--- config.mk ---
export PLATFORM = sky130hd
export DESIGN_NAME = artyz7_led_sequencer
export DESIGN_NICKNAME = d
export VERILOG_FILES = /design/src/rtl/artyz7_led_sequencer.sv
export SDC_FILE = /design/constraint.sdc
export NUM_CORES = 1
export LEC_CHECK = 0
export CORE_MARGIN = 4
export CORE_UTILIZATION = 30
export DETAILED_ROUTE_END_ITERATION = 12
export GPL_ROUTABILITY_DRIVEN = 1
export PLACE_DENSITY = 0.5
export SLEW_MARGIN = 20
export SYNTH_ARGS = -nofsm -noshare
export SYNTH_HDL_FRONTEND = slang
export SYNTH_SLANG_ARGS = --single-unit
--- constraint.sdc ---
create_clock -name clk_ext -period 4.7 [get_ports clk_ext]
set_input_delay 1.175 -clock clk_ext [delete_from_list [all_inputs] [get_ports clk_ext]]
set_output_delay 1.175 -clock clk_ext [all_outputs]
set_load 0.02 [all_outputs]
--- src/rtl/artyz7_led_sequencer.sv ---
`default_nettype none
// ==== artyz7_led_sequencer : tick-stepped LED animation (off/blink/shift/bounce) with PWM brightness | rev 1.0 ====
module artyz7_led_sequencer #(
  parameter int NUM_LEDS     = 4,
  parameter int TICK_DIVIDER = 62_500_000,
  parameter int PWM_BITS     = 4
) (
  input  logic                clk_ext,
  input  logic                reset_n,
  input  logic                cmd_valid,
  output logic                cmd_ready,
  input  logic [1:0]          cmd_mode,
  input  logic [PWM_BITS-1:0] cmd_level,
  output logic [NUM_LEDS-1:0] led,
  output logic                tick
);

  localparam int                  PRE_W     = $clog2(TICK_DIVIDER);
  localparam logic [PRE_W-1:0]    PRE_LAST  = PRE_W'(TICK_DIVIDER - 1);
  localparam logic [1:0]          MODE_OFF    = 2'd0;
  localparam logic [1:0]          MODE_BLINK  = 2'd1;
  localparam logic [1:0]          MODE_SHIFT  = 2'd2;
  localparam logic [1:0]          MODE_BOUNCE = 2'd3;
  localparam logic [NUM_LEDS-1:0] PAT_ONES  = '1;
  localparam logic [NUM_LEDS-1:0] PAT_FIRST = NUM_LEDS'(1);

  typedef enum logic {ST_RUN = 1'b0, ST_PENDING = 1'b1} state_t;

  state_t              state;
  logic [PRE_W-1:0]    prescaler;
  logic [PWM_BITS-1:0] pwm_cnt;
  logic [PWM_BITS-1:0] level;
  logic [PWM_BITS-1:0] pend_level;
  logic [1:0]          mode;
  logic [1:0]          pend_mode;
  logic [NUM_LEDS-1:0] pattern;
  logic [NUM_LEDS-1:0] step_pattern;
  logic [NUM_LEDS-1:0] init_pattern;
  logic                dir_up;
  logic                step_dir_up;
  logic                wrap;
  logic                pwm_on;

  assign wrap   = (prescaler == PRE_LAST);
  assign pwm_on = (&level) | (pwm_cnt < level);

  always_comb begin
    case (pend_mode)
      MODE_BLINK:              init_pattern = PAT_ONES;
      MODE_SHIFT, MODE_BOUNCE: init_pattern = PAT_FIRST;
      default:                 init_pattern = '0;
    endcase
  end

  // Bounce flips direction on arrival at an end so the end LED is shown once.
  always_comb begin
    step_pattern = '0;
    step_dir_up  = dir_up;
    case (mode)
      MODE_BLINK: step_pattern = (pattern == '0) ? PAT_ONES : '0;
      MODE_SHIFT: step_pattern = (pattern == '0) ? PAT_FIRST
                                 : {pattern[NUM_LEDS-2:0], pattern[NUM_LEDS-1]};
      MODE_BOUNCE: begin
        if (pattern == '0) begin
          step_pattern = PAT_FIRST;
          step_dir_up  = 1'b1;
        end else if (dir_up) begin
          step_pattern = pattern << 1;
          if (step_pattern[NUM_LEDS-1]) step_dir_up = 1'b0;
        end else begin
          step_pattern = pattern >> 1;
          if (step_pattern[0]) step_dir_up = 1'b1;
        end
      end
      default: step_pattern = '0;
    endcase
  end

  always_ff @(posedge clk_ext) begin
    if (!reset_n) begin
      state      <= ST_RUN;
      prescaler  <= '0;
      pwm_cnt    <= '0;
      tick       <= 1'b0;
      mode       <= MODE_OFF;
      level      <= '1;
      pend_mode  <= MODE_OFF;
      pend_level <= '1;
      pattern    <= '0;
      dir_up     <= 1'b1;
      cmd_ready  <= 1'b0;
      led        <= '0;
    end else begin
      prescaler <= wrap ? '0 : prescaler + PRE_W'(1);
      tick      <= wrap;
      pwm_cnt   <= pwm_cnt + PWM_BITS'(1);
      led       <= pattern & {NUM_LEDS{pwm_on}};
      case (state)
        ST_RUN: begin
          if (wrap) begin
            pattern <= step_pattern;
            dir_up  <= step_dir_up;
          end
          if (cmd_valid && cmd_ready) begin
            pend_mode  <= cmd_mode;
            pend_level <= cmd_level;
            state      <= ST_PENDING;
            cmd_ready  <= 1'b0;
          end else begin
            cmd_ready  <= 1'b1;
          end
        end
        ST_PENDING: begin
          if (wrap) begin
            mode      <= pend_mode;
            level     <= pend_level;
            pattern   <= init_pattern;
            dir_up    <= 1'b1;
            state     <= ST_RUN;
            cmd_ready <= 1'b1;
          end
        end
      endcase
    end
  end

endmodule
`default_nettype wire

Yosys cells after proc, flatten, opt, wreduce, memory -nomap -nowiden
Index checks and enable logic that the tools add are counted.
{"block": "word_totals", "reg_bits": 54}
{"block": "classes", "muxes": 22, "bitwise": 4, "reduce_logical": 9, "n_addsub": 2, "n_lt_le_gt_ge": 1, "n_eq_ne": 10}
{"cell": "adder 26 x 1 -> 26 bit (second input constant)", "n": 1}
{"cell": "== test 26 bit (second input constant)", "n": 1}
{"cell": "2-to-1 mux 4 bit", "n": 6}
{"cell": "case mux 4 bit (2 select lines)", "n": 2}
{"cell": "case mux 4 bit (3 select lines)", "n": 1}
{"cell": "2-to-1 mux 1 bit", "n": 10}
{"cell": "== test 2 bit (second input constant)", "n": 4}
{"cell": "case mux 1 bit (2 select lines)", "n": 3}
{"cell": "AND reduction 2 bit", "n": 3}
{"cell": "adder 4 x 1 -> 4 bit (second input constant)", "n": 1}
{"cell": "AND 4 bit", "n": 1}
{"cell": "== test 2 x 1 -> 1 bit (second input constant)", "n": 2}
{"cell": "zero test 4 bit", "n": 1}
{"cell": "< comparator 4 bit", "n": 1}
{"cell": "inequality test 2 x 1 -> 1 bit (second input constant)", "n": 2}
{"cell": "AND reduction 4 bit", "n": 1}
{"cell": "OR reduction 2 bit", "n": 2}
{"cell": "AND reduction 3 bit", "n": 1}
{"cell": "inequality test 2 bit (second input constant)", "n": 1}
{"cell": "inverter 1 bit", "n": 2}
{"cell": "logical AND 1 bit", "n": 1}
{"cell": "OR 1 bit", "n": 1}

Logic depth before layout (Yosys ltp)
{"block": "depth", "depth_word": 6, "ltp_mapped": 7, "mapped_depth_nobuf": 6}

Least setup slack after synthesis
No wires, ideal clock.
{"block": "synth_path", "path_type": "input to register", "start": "input port cmd_valid", "end": "register pend_level[0]", "path_slack_ns": 2.741, "stages": 4, "arrival_ns": 1.830, "t_required_ns": 4.571, "n_path_buf": 1, "cell_sequence": "nand3b_1 > clkbuf_1 > mux2i_1 > nand2_1"}
{"block": "synth_between", "elab_chain_cells": 2}
{"item": "start: declaration", "line_no": "10", "text": "input logic cmd_valid,"}
{"item": "logical AND 1 bit", "line_no": "104", "text": "if (cmd_valid && cmd_ready) begin"}
{"item": "AND reduction 2 bit (no source line)"}
{"item": "end signal: assignment", "line_no": "106", "text": "pend_level <= cmd_level;"}
{"item": "end: declaration", "line_no": "33", "text": "logic [PWM_BITS-1:0] pend_level;"}
Every way passes these cells.
A chain may end at the register's enable or synchronous reset.

Worst setup path in the final report
{"block": "layout_path", "start": "input port reset_n", "end": "register prescaler[18]"}
{"block": "layout_between", "elab_chain_cells": 2}
{"item": "start: declaration", "line_no": "9", "text": "input logic reset_n,"}
{"item": "inverter 1 bit (no source line)"}
{"item": "OR reduction 2 bit (no source line)"}
{"item": "end signal: assignment", "line_no": "94", "text": "prescaler <= wrap ? '0 : prescaler + PRE_W'(1);"}
{"item": "end: declaration", "line_no": "30", "text": "logic [PRE_W-1:0] prescaler;"}
Every way passes these cells.

==> results.cfg <==
[outcome]
status = finished, final reports clean

[synth]
synth_edf_count = 0
yosys.area.top_type_share = 0.439
synthesis.area_um2 = 2460
synth_area_leaders = dfxtp_1, xor2_1, nand3_1
synthDistinctLibCells = 45
async_flop_share = 0
synthMuxAreaShare = 0.0335
synth_top_family_by_area = simple AND/OR/NAND/NOR gates
synth.ff_latch_count = 54
netlist_instances = 269
synth_xor_area_frac = 0.0888
avgSynthCellArea_um2 = 9.16
synth_top_area_cell = dfxtp_1
synth_warnings = 0
synthSimpleGateAreaFrac = 0.312
yosysMostFrequentCell = dfxtp_1
yosysSeqAreaShare = 0.439
synth_common_cells = dfxtp_1, nand3_1, nor2_1, nand2_1, xor2_1
synthAdderAreaFrac = 0.0254
synth_compound_gate_area_share = 0.0680
ys.flop_type = dfxtp_1
syn_nets = 283

[sta]
rsz0062_at_grt = false
fin_ws_ns = 2.13
fin_crit_sh = 0.547
fmax_mhz = 389
hold_viol_final = 0
fin_skew_ns = 0.0132
final_max_slew_viol_count = 0
slew_headroom = 0.569
setup_tns_ns = 0
worstMarginPinSlew_ns = 0.645
setup_viol = 0
worst_hold_slack_ns = 0.473
period_needed_ns = 2.57

[route]
drc = 0
first_pass_iters = 4
antenna_left = 0
wl_per_cell_um = 12.3
wirelength_um = 4700
viasPerCell = 4.74
num_vias = 1815
drt_iter0_markers = 106

[floorplanning]
start_util = 0.314
core_um2 = 7850
rows = 32
die_x_um = 98.6
dieArea_um2 = 9730
die_y_um = 98.6
io_pins = 15

[pwr]
ir_worst_vdd_mv = 0.121
p_per_area_nw_per_um2 = 302
finalPower_uw = 846
total_leakage_power_nw = 1.12

[flow_run]
maxCapViolCount = 0

[final_layout]
fillers = 854
drive_gt1_frac = 0.107
final_area_um2 = 2800
final_cells = 383
nNetsFinal = 294
antennaDiodeCount = 0
fin_util = 0.357
area_growth_pct = 13.7

[grt]
track_usage = 0.101
gr-total-overflow = 0
grt_max_degree = 26
antenna_found_initial = 0
grt_pass1_vias = 1679
grt_pass1_wl_um = 8140

[placed_design]
place_area_um2 = 2680
numPortBuffers = 14
dp_cells = 375
dpl.hpwl_um = 3300
gp_congestion = 0.675
dp_slack_ns = 1.76

[setup_path]
end_kind = register
crit_start = reset_n
cp.required_ns = 4.93
crit_fanout = 25
crit_type = primary input to register
worstPathArrival_ns = 2.80
startpoint_type = primary input
r2r-start = prescaler[0]

[clock_network]
clock-sinks = 54
cts_resized = 0
cts_tree = yes
cts_setup_buffers = 0
htree_levels = 2
cts-root-buf = clkbuf_8
cts_hold_buf = 0
clock_path_buffers = 2
numCtsBuffers = 5
worstSkewPairLatency_ns = 0.31
cts.clk_slew.worst_paths_ns = 0.09

[hold_path]
hold_start = prescaler[18]
worstHoldPathType = register to register
-- state kept, by name, indices dropped and copies added (netlist names) --
name	cells
state	1
pattern	4
pend_level	4
prescaler	26
level	4
led	4
tick	1
mode	2
cmd_ready	1
dir_up	1
pend_mode	2
pwm_cnt	4
-- worst paths after layout --
kind         slack, ns  cells after the start             to
min reg2reg       0.47                      2  prescaler[18]
max reg2reg       2.75                      6  prescaler[14]
min               0.47                      2  prescaler[18]
max               2.13                      3  prescaler[18]
-- final cells by class --
class	count	area (um^2)	area share
inverters	6	22.5	0.00804
clock buffers	6	82.6	0.0295
clock inverters	2	38.8	0.0138
flip-flops and latches	54	1080	0.386
multi-input cells	198	1300	0.464
well taps	102	128	0.0456
repair buffers	15	148	0.0527
-- power by group --
part / switching (mW) / leakage [nW] / total (mW) / internal, mW
clock network: 0.158 / 0.0618 / 0.333 / 0.175
logic: 0.0178 / 0.624 / 0.0367 / 0.0189
registers: 0.00981 / 0.438 / 0.476 / 0.466
total: 0.185 / 1.12 / 0.846 / 0.660
-- worst max-delay path: stages --
cell and delay [ns]:
clkdlybuf4s50_1 0.88, nand2_2 0.50, a21oi_1 0.24
-- kinds of logic after synthesis --
family / Yosys count
compound gates: 27
fa+ha+maj: 5
simple gates: 133
xor+xnor: 25
flops: 54
buf+inv: 17
mux: 8
-- per-layer routing --
layer | vias to the layer above | GRT usage | wire length [um]
met5 | - | 0 | 0
met4 | 0 | 0.0452 | 94
met3 | 7 | 0.0191 | 138
met2 | 24 | 0.146 | 1980
met1 | 834 | 0.144 | 2480
li1 | 950 | - | -
-- placed cells by master, fill, tap and decap left out, types with 2 or more instances in the layout --
| cell type | n |
|---|---|
| nand3_1 | 27 |
| and2_1 | 3 |
| mux2_2 | 2 |
| nor2_1 | 25 |
| o21ai_0 | 12 |
| and3_1 | 6 |
| nor3_1 | 2 |
| dfxtp_1 | 54 |
| xnor2_1 | 8 |
| a21o_1 | 2 |
| xor2_1 | 17 |
| nor4_1 | 2 |
| and4_1 | 2 |
| nand2_1 | 24 |
| ha_1 | 5 |
| nand3b_1 | 8 |
| clkbuf_8 | 6 |
| a21oi_1 | 6 |
| mux2i_1 | 6 |
| nor2b_1 | 5 |
| clkdlybuf4s50_1 | 14 |
| nor2_2 | 5 |
| inv_1 | 6 |
| nor3_2 | 2 |
| nand2b_1 | 2 |
| nand4_2 | 3 |
| nand4_1 | 7 |
| nand2_2 | 2 |
Note: power is estimated with default switching activity, not from simulation.
